File: config.mk
export PLATFORM = sky130hd
export DESIGN_NAME = mac_job_sequencer_flat
export DESIGN_NICKNAME = d
export VERILOG_FILES = /design/src/rtl/mac_pkg.sv /design/src/rtl/mac_job_sequencer_if.sv /design/src/rtl/mac_acc_reg.sv /design/src/rtl/mac_job_sequencer.sv /design/src/flat_wrapper.sv
export SDC_FILE = /design/constraint.sdc
export NUM_CORES = 1
export LEC_CHECK = 0
export ABC_CLOCK_PERIOD_IN_PS = 2400
export CAP_MARGIN = 15
export CORE_ASPECT_RATIO = 1.75
export CORE_MARGIN = 2
export CORE_UTILIZATION = 45
export CTS_BUF_LIST = sky130_fd_sc_hd__clkbuf_16
export DETAILED_ROUTE_END_ITERATION = 16
export GPL_TIMING_DRIVEN = 0
export PLACE_DENSITY_LB_ADDON = 0.05
export REMOVE_ABC_BUFFERS = 1
export SYNTH_ARGS = -nofsm -noshare
export SYNTH_HDL_FRONTEND = slang
export SYNTH_SLANG_ARGS = --single-unit
export TNS_END_PERCENT = 1
File: constraint.sdc
create_clock -name clk -period 2.4 [get_ports clk]
set_input_delay 0.24 -clock clk [delete_from_list [all_inputs] [get_ports clk]]
set_output_delay 0.24 -clock clk [all_outputs]
set_load 0.03 [all_outputs]
File: src/rtl/mac_pkg.sv
// Shared types and defaults for the approximate-MAC job sequencer.
// Holds the FSM state encoding and the datapath widths.
package mac_pkg;

    localparam int DW_DEFAULT    = 8;
    localparam int AW_DEFAULT    = 2 * DW_DEFAULT;
    localparam int LEN_W_DEFAULT = 8;

    localparam logic [3:0] TRUNC_EXACT = 4'b0000;

    typedef enum logic [1:0] {
        ST_IDLE = 2'd0,
        ST_RUN  = 2'd1,
        ST_DONE = 2'd2
    } state_e;

endpackage

File: src/rtl/mac_job_sequencer_if.sv
// Job, operand, multiplier and result signals of the MAC job sequencer.
// The slave modport is the sequencer; the master modport is its environment.
interface mac_job_sequencer_if
    import mac_pkg::*;
#(
    parameter int DW    = DW_DEFAULT,
    parameter int AW    = AW_DEFAULT,
    parameter int LEN_W = LEN_W_DEFAULT
) ();

    logic             job_valid;
    logic             job_ready;
    logic [LEN_W-1:0] job_len;
    logic [3:0]       job_trunc;
    logic             abort;

    logic             in_valid;
    logic             in_ready;
    logic [DW-1:0]    in_a;
    logic [DW-1:0]    in_b;

    logic [DW-1:0]    mul_a;
    logic [DW-1:0]    mul_b;
    logic [3:0]       mul_trunc;
    logic [AW-1:0]    mul_prod;

    logic             res_valid;
    logic             res_ready;
    logic [AW-1:0]    res_data;
    logic             res_ovf;

    logic             busy;

    modport slave (
        input  job_valid, job_len, job_trunc, abort,
        input  in_valid, in_a, in_b,
        input  mul_prod,
        input  res_ready,
        output job_ready, in_ready,
        output mul_a, mul_b, mul_trunc,
        output res_valid, res_data, res_ovf,
        output busy
    );

    modport master (
        output job_valid, job_len, job_trunc, abort,
        output in_valid, in_a, in_b,
        output mul_prod,
        output res_ready,
        input  job_ready, in_ready,
        input  mul_a, mul_b, mul_trunc,
        input  res_valid, res_data, res_ovf,
        input  busy
    );

endinterface

File: src/rtl/mac_acc_reg.sv
// Wrap-around accumulator with a sticky carry-out flag.
// A synchronous clear takes priority over an accumulate enable.
module mac_acc_reg
    import mac_pkg::*;
#(
    parameter int AW = AW_DEFAULT
) (
    input  logic          clk,
    input  logic          rst,
    input  logic          clr_i,
    input  logic          en_i,
    input  logic [AW-1:0] addend_i,
    output logic [AW-1:0] acc_o,
    output logic          ovf_o
);

    logic [AW-1:0] acc_q, acc_d;
    logic          ovf_q, ovf_d;
    logic [AW:0]   sum;

    // NOTE: every always_comb output gets a default first so no path leaves it unassigned (no latch).
    always_comb begin
        sum   = {1'b0, acc_q} + {1'b0, addend_i};
        acc_d = acc_q;
        ovf_d = ovf_q;
        if (clr_i) begin
            acc_d = '0;
            ovf_d = 1'b0;
        end else if (en_i) begin
            acc_d = sum[AW-1:0];
            ovf_d = ovf_q | sum[AW];
        end
    end

    // NOTE: state registers use non-blocking assignments so all flops update together at the edge.
    always_ff @(posedge clk or posedge rst) begin
        if (rst) begin
            acc_q <= '0;
            ovf_q <= 1'b0;
        end else begin
            acc_q <= acc_d;
            ovf_q <= ovf_d;
        end
    end

    assign acc_o = acc_q;
    assign ovf_o = ovf_q;

endmodule

File: src/rtl/mac_job_sequencer.sv
// Sequences dot-product jobs: accepts a job, streams operand pairs through the
// external multiplier, accumulates the products and returns one result per job.
module mac_job_sequencer
    import mac_pkg::*;
#(
    parameter int DW    = DW_DEFAULT,
    parameter int AW    = AW_DEFAULT,
    parameter int LEN_W = LEN_W_DEFAULT
) (
    input  logic                clk,
    input  logic                rst,
    mac_job_sequencer_if.slave  bus
);

    state_e           state_q, state_d;
    logic [LEN_W-1:0] count_q, count_d;
    logic [3:0]       trunc_q, trunc_d;

    logic             job_fire;
    logic             pair_fire;
    logic             abort_act;
    logic             acc_clr;
    logic [AW-1:0]    acc;
    logic             acc_ovf;
    logic [DW-1:0]    op_a;
    logic [DW-1:0]    op_b;

    // Abort outranks both a pair accept and the result handshake.
    assign abort_act = bus.abort && (state_q != ST_IDLE);
    assign job_fire  = bus.job_valid && (state_q == ST_IDLE);
    assign pair_fire = bus.in_valid && (state_q == ST_RUN) && !bus.abort;
    assign acc_clr   = job_fire || abort_act;

    always_ff @(posedge clk or posedge rst) begin
        if (rst) begin
            state_q <= ST_IDLE;
        end else begin
            state_q <= state_d;
        end
    end

    always_comb begin
        state_d = state_q;
        unique case (state_q)
            ST_IDLE: begin
                if (job_fire) begin
                    state_d = (bus.job_len == '0) ? ST_DONE : ST_RUN;
                end
            end
            ST_RUN: begin
                if (abort_act) begin
                    state_d = ST_IDLE;
                end else if (pair_fire && (count_q == LEN_W'(1))) begin
                    state_d = ST_DONE;
                end
            end
            ST_DONE: begin
                if (abort_act || bus.res_ready) begin
                    state_d = ST_IDLE;
                end
            end
            default: state_d = ST_IDLE;
        endcase
    end

    always_comb begin
        bus.job_ready = 1'b0;
        bus.in_ready  = 1'b0;
        bus.res_valid = 1'b0;
        bus.busy      = 1'b1;
        unique case (state_q)
            ST_IDLE: begin
                bus.job_ready = 1'b1;
                bus.busy      = 1'b0;
            end
            ST_RUN:  bus.in_ready  = 1'b1;
            ST_DONE: bus.res_valid = 1'b1;
            default: bus.busy      = 1'b1;
        endcase
    end

    // Remaining-pair counter and the truncation mode held for the whole job.
    always_comb begin
        count_d = count_q;
        trunc_d = trunc_q;
        if (job_fire) begin
            count_d = bus.job_len;
            trunc_d = bus.job_trunc;
        end else if (abort_act) begin
            count_d = '0;
        end else if (pair_fire) begin
            count_d = count_q - LEN_W'(1);
        end
    end

    always_ff @(posedge clk or posedge rst) begin
        if (rst) begin
            count_q <= '0;
            trunc_q <= TRUNC_EXACT;
        end else begin
            count_q <= count_d;
            trunc_q <= trunc_d;
        end
    end

    mac_acc_reg #(.AW(AW)) u_acc (
        .clk      (clk),
        .rst      (rst),
        .clr_i    (acc_clr),
        .en_i     (pair_fire),
        .addend_i (bus.mul_prod),
        .acc_o    (acc),
        .ovf_o    (acc_ovf)
    );

    assign op_a          = bus.in_a;
    assign op_b          = bus.in_b;
    assign bus.mul_a     = op_a;
    assign bus.mul_b     = op_b;
    assign bus.mul_trunc = trunc_q;
    assign bus.res_data  = acc;
    assign bus.res_ovf   = acc_ovf;

endmodule

File: src/flat_wrapper.sv
// flat-port wrapper written by rule: the top's interface ports become plain ports
module mac_job_sequencer_flat import mac_pkg::*;
#(
    parameter int DW    = DW_DEFAULT,
    parameter int AW    = AW_DEFAULT,
    parameter int LEN_W = LEN_W_DEFAULT
)
  (clk, rst, bus_job_valid, bus_job_len, bus_job_trunc, bus_abort, bus_in_valid, bus_in_a, bus_in_b, bus_mul_prod, bus_res_ready, bus_job_ready, bus_in_ready, bus_mul_a, bus_mul_b, bus_mul_trunc, bus_res_valid, bus_res_data, bus_res_ovf, bus_busy);
  mac_job_sequencer_if #(.DW(DW), .AW(AW), .LEN_W(LEN_W)) bus_i ();
  input  logic clk;
  input  logic rst;
  input wire logic [$bits(bus_i.job_valid)-1:0] bus_job_valid;
  input wire logic [$bits(bus_i.job_len)-1:0] bus_job_len;
  input wire logic [$bits(bus_i.job_trunc)-1:0] bus_job_trunc;
  input wire logic [$bits(bus_i.abort)-1:0] bus_abort;
  input wire logic [$bits(bus_i.in_valid)-1:0] bus_in_valid;
  input wire logic [$bits(bus_i.in_a)-1:0] bus_in_a;
  input wire logic [$bits(bus_i.in_b)-1:0] bus_in_b;
  input wire logic [$bits(bus_i.mul_prod)-1:0] bus_mul_prod;
  input wire logic [$bits(bus_i.res_ready)-1:0] bus_res_ready;
  output wire logic [$bits(bus_i.job_ready)-1:0] bus_job_ready;
  output wire logic [$bits(bus_i.in_ready)-1:0] bus_in_ready;
  output wire logic [$bits(bus_i.mul_a)-1:0] bus_mul_a;
  output wire logic [$bits(bus_i.mul_b)-1:0] bus_mul_b;
  output wire logic [$bits(bus_i.mul_trunc)-1:0] bus_mul_trunc;
  output wire logic [$bits(bus_i.res_valid)-1:0] bus_res_valid;
  output wire logic [$bits(bus_i.res_data)-1:0] bus_res_data;
  output wire logic [$bits(bus_i.res_ovf)-1:0] bus_res_ovf;
  output wire logic [$bits(bus_i.busy)-1:0] bus_busy;
  assign bus_i.job_valid = bus_job_valid;
  assign bus_i.job_len = bus_job_len;
  assign bus_i.job_trunc = bus_job_trunc;
  assign bus_i.abort = bus_abort;
  assign bus_i.in_valid = bus_in_valid;
  assign bus_i.in_a = bus_in_a;
  assign bus_i.in_b = bus_in_b;
  assign bus_i.mul_prod = bus_mul_prod;
  assign bus_i.res_ready = bus_res_ready;
  assign bus_job_ready = bus_i.job_ready;
  assign bus_in_ready = bus_i.in_ready;
  assign bus_mul_a = bus_i.mul_a;
  assign bus_mul_b = bus_i.mul_b;
  assign bus_mul_trunc = bus_i.mul_trunc;
  assign bus_res_valid = bus_i.res_valid;
  assign bus_res_data = bus_i.res_data;
  assign bus_res_ovf = bus_i.res_ovf;
  assign bus_busy = bus_i.busy;
  mac_job_sequencer #(.DW(DW), .AW(AW), .LEN_W(LEN_W)) u_core (.clk(clk), .rst(rst), .bus(bus_i));
endmodule
# == Yosys cells after proc, flatten, opt, wreduce, memory -nomap -nowiden ==
# Index checks and enable logic that the tools add are counted.
# word_totals
regBits,31
input_bits,50
wordCells,45
# op_classes
n_addsub,2
eq_ne,6
n_mux,17
bitwise_logic,1
n_reduce_logical,14
# ops
op,n
two-way mux 16 bit,2
two-way mux 8 bit,3
adder 16 x 16 -> 17 bit,1
two-way mux 2 bit,5
== test 8 x 1 -> 1 bit (second input constant),1
logical NOT 8 bit,1
subtractor 8 x 1 -> 8 bit (second input constant),1
two-way mux 1 bit,6
one-hot mux 2 bit (3 select lines),1
logical AND 1 bit,5
inequality test 2 x 1 -> 1 bit (second input constant),2
nonzero test 2 bit,2
inequality test 3 x 2 -> 1 bit (second input constant),1
AND reduction 3 bit,1
nonzero test 3 bit,1
== test 2 x 1 -> 1 bit (second input constant),1
== test 2 bit (second input constant),1
logical NOT 2 bit,1
logical OR 1 bit,2
logical NOT 1 bit,1
OR 1 bit,1

# == Depth between registers and ports, before layout ==
# logic_depth
depth_word,7
mapped_depth,9

# == Cells and area by module ==
# A second synthesis with hierarchy kept.
# hier_totals
cells_unflattened,276
area_unflattened_um2,2469.9
# by_module_without_submodules
mod,instances,cells_per_inst,area_per_inst_um2,seq_area_each_um2
mac_acc_reg,1,167,1455.1,425.4
mac_job_sequencer,1,109,1014.7,350.3

# == Worst setup path before layout ==
# Ideal clock, no wire load.
# synth_timing
path_type,register to register
start,"register u_core.u_acc.acc_q[0], in the netlist u_core.u_acc.acc_o[0]"
end,"register u_core.u_acc.acc_q[8], in the netlist u_core.u_acc.acc_o[8]"
setup_time_ps,95
arrival_ps,2087
required_time_ps,2305
setup_slack_ps,218
path_stages_with_launch,10
path_buffers,0
synth_period_minus_slack_ps,2182
cell_sequence,dfrtp_1 -> ha_1 -> inv_1 -> fa_1 -> nor2b_1 -> o21ai_0 -> a21oi_2 -> o211ai_1 -> and3_1 -> o31ai_1
# synth_between
elab_chain_len,3
# synth_rtl
element,line_no,source
start: declaration,mac_acc_reg.sv:17,"logic [AW-1:0] acc_q, acc_d;"
start signal: assignment,mac_acc_reg.sv:38,acc_q <= '0;
start signal: assignment,mac_acc_reg.sv:41,acc_q <= acc_d;
adder 16 x 16 -> 17 bit,mac_acc_reg.sv:23,"sum = {1'b0, acc_q} + {1'b0, addend_i};"
two-way mux 16 bit,mac_acc_reg.sv:29,end else if (en_i) begin
two-way mux 16 bit,mac_acc_reg.sv:26,if (clr_i) begin
# No other way between the ends. The select of a mux whose other input is x is not followed.
# A chain may end at the register's enable or synchronous reset.

# == Worst setup path after layout ==
# layout_timing
start,input bus_mul_prod[0]
end,"register u_core.u_acc.acc_q[14], in the netlist u_core.u_acc.acc_o[14]"
# layout_between
elab_chain_len,3
# layout_rtl
element,line_no,source
start: declaration,flat_wrapper.sv:19,input wire logic [$bits(bus_i.mul_prod)-1:0] bus_mul_prod;
adder 16 x 16 -> 17 bit,mac_acc_reg.sv:23,
two-way mux 16 bit,mac_acc_reg.sv:29,
two-way mux 16 bit,mac_acc_reg.sv:26,
# No other way between the ends. The select of a mux whose other input is x is not followed.

==> impl_results.md <==
* Crit path launch: bus_mul_prod[0]
* H-tree lvl count at 2
* Clock Tree Root: clkbuf_16
* Clock sink total at 31
* Drt pass-1 iters at 4
* Total global routing overflow at 0
* Insertion delay to the later sink of the worst-skew pair at 270 ps
* Synth Area in Compound Gates at 25.8%
* Proportion of layout cells with a drive suffix above 1 at 8.25%
* Endpoints failing setup at 0
* Area Overhead vs Synth at 27.7%
* DR vias/cell at 5.86
* Outcome: completed
* GPL Wtd Cong at 0.869
* Syn_area_per_cell at 8.77 um2
* Fmax at 0.442 GHz
* Hold Path Class: in -> async
* Post-synthesis register bit count at 31
* Worst Path Class, Setup: in -> reg
* Main combinational cell family by area after synthesis: compound AO/OA/AOI/OAI gates
* CP delay by family, top: compound AO/OA/AOI/OAI gates
* Wire length per cell at 16.7 um
* Max-cap violations at 0
* Required @ worst endpoint at 2580 ps
* Syn. warnings at 0
* Synth Area in Adders at 10.2%
* CP cell instances: clkdlybuf4s50_1 > ha_1 > inv_1 > fa_2 > nor2b_1 > o21ai_1 > a21oi_2 > o211ai_1 > and3_1 > o31ai_2
* Worst Path Buf+Inv at 2
* Largest net degree at the start of global routing at 24
* Sequential fraction of the synthesis area at 32.4%
* Area occupied by registers at 776 um2
* Most common cell in the netlist: dfrtp_1
* Post-synth ARST share at 100%
* R2R cell count at 9
* Setup crit end: u_core.u_acc.acc_o[14]
* Critical path endpoint category: flip-flop
* Power per Cell Area at 1200 nW/um2
* Synth top area share at 32.4%
* Number of global-route vias before repair at 2176
* Die width at 59.1 um
* Leak at 1.32 nW
* Post-Syn Area at 2390 um2
* DIE HEIGHT at 101 um
* Placed insts at 361
* Area of the multi-input gates at 1390 um2
* DRC Markers at 0
* # port buffers at 58
* Layout Cells excl Fill at 370
* Post-synth cell types at 61
* CP max FO at 6
* Total power at 3.67 mW
* Most instantiated cells after synthesis: dfrtp_1, nand2_1, a21oi_1
* Final #Nets at 383
* Worst stage delay on the critical path at 460 ps
* Mux share of post-synthesis cell area at 2.30%
* Critical Path Stages at 10
* Drt first-iter violations at 68
* Worst r2r dst: u_core.u_acc.acc_o[14]
* EDFF count, synth at 0
* Worst VDD drop at 573 uV
* Layout fillers at 495
* Initial antenna violation count at 0
* Total negative slack at 0 ps
* Top_reg_cell synth: dfrtp_1
* Via count of the routed design at 2167
* Tcrit/Tclk final at 94.2%
* Final antenna-violating net count at 0
* Post-DP HPWL at 4680 um
* CTS tree: yes
* Worst slew pin tran at 816 ps
* Total Wirelength at 6180 um
* Slew margin rel. at 45.6%
* R2R Setup Slk at 170 ps
* Worst path slowest cell: clkdlybuf4s50_1
* Worst Path Arrival at 2440 ps
* Largest area contributor in the netlist: dfrtp_1
* Max-slew violation count at 0
* Cell count after synthesis at 273
* Hold Vio Cnt, Final at 0
* Crit path launch type: primary input
* Min cycle time layout at 2260 ps
* Skew final at 1.69 ps
* Full die area at 5940 um2
* Synth top area cells: dfrtp_1, ha_1, buf_4
* Num ports at 91
* Post-Synth XOR/XNOR Area at 1.83%
* Rows at 35
* Floorplan core area at 5210 um2
* Antenna cell count at 0
* Hold_buf cts at 0
* Clk buf depth at 2
* Unrepaired setup endpoints after global routing: false
* Starting Density at 46.0%
* First-pass GRT wire length at 10000 um
* Reg2reg start: u_core.u_acc.acc_o[0]
* GRT Util Overall at 21.9%
* Reg clk slew, reported paths at 50 ps
* Inserted Clock Buffers at 5
* Post-Synth Simple-Gate Area at 17.5%
==> power by group <==
group,internal (mW),switching [mW]
Combinational,0.880,1.19
Sequential,0.720,0.174
Clock,0.483,0.223
Total,2.08,1.59
==> final cells by class <==
type	count	share of cell area, %
Inverter	15	1.84
Multi-Input combinational cell	201	45.5
Sequential cell	31	25.4
Timing Repair Buffer	60	19.7
Clock inverter	3	1.27
Clock buffer	5	4.09
Tap cell	55	2.25
==> how the worst min path moves through the flow <==
stage	startpoint	endpoint	slack, ps
after global placement	u_core.count_q[6]	u_core.count_q[6]	470
final	rst	u_core.u_acc.acc_o[11]	440
after CTS	rst	u_core.u_acc.acc_o[11]	480
after detailed placement	bus_in_b[4]	bus_mul_b[4]	480
after floorplan	rst	u_core.bus.mul_trunc[0]	340
after global routing	bus_in_b[4]	bus_mul_b[4]	480
==> worst reg2reg max path: stages, from the launching register on <==
cell      delay (ps)
dfrtp_1          380
ha_1             190
inv_1             60
fa_2             350
nor2b_1          130
o21ai_1          100
a21oi_2          300
o211ai_1         200
and3_1           220
o31ai_2          210
==> registers in the layout, indices dropped and copies added, names as in the netlist <==
| signal | count |
|---|---|
| u_core.bus.mul_trunc | 4 |
| u_core.u_acc.acc_o | 16 |
| u_core.count_q | 8 |
| u_core.state_q | 2 |
| u_core.u_acc.ovf_o | 1 |
==> logic make-up after synthesis <==
group,after synthesis
AOI/OAI and AO/OA,91
and+or+nand+nor,81
buffers and inverters,41
DFF,31
adders and majority gates,19
xor gates and xnor gates,5
muxes,5
==> metal layers <==
layer  global-route usage (%)  up-vias  share of wire [%]
met4                     6.99        0                1.5
met1                     24.1     1014                 39
li1                         -     1058                  -
met3                     6.29        7                6.9
met5                     4.76        -                  0
met2                     38.8       88                 52
==> cell usage in the layout (no fill, tap or decap), types with 5 or more instances in the layout <==
cell	n
clkdlybuf4s50_1	58
nand2_1	27
inv_1	15
ha_1	18
dfrtp_1	31
o21ai_0	18
o31ai_1	5
clkbuf_16	5
a21oi_1	23
nor2_1	19
==> stage by stage <==
stage / hold WS [ps] / instance area (um2) / util, % / setup WS [ps]
floorplan: 344 / 2210 / - / 216
global route: 480 / 3060 / 58.7 / 29.5
CTS: 476 / 3040 / 58.3 / 49.6
finish: 436 / 3060 / 58.7 / 140
detailed placement: 480 / 2880 / 55.2 / -209
global placement: 474 / 2860 / 54.9 / -191
==> repair_timing <==
item                                    in CTS  in global routing
gates resized for setup                      0                  4
endpoints found under the setup margin       0                  4
setup buffers                                0                  1
(Power assumes the default switching activity.)
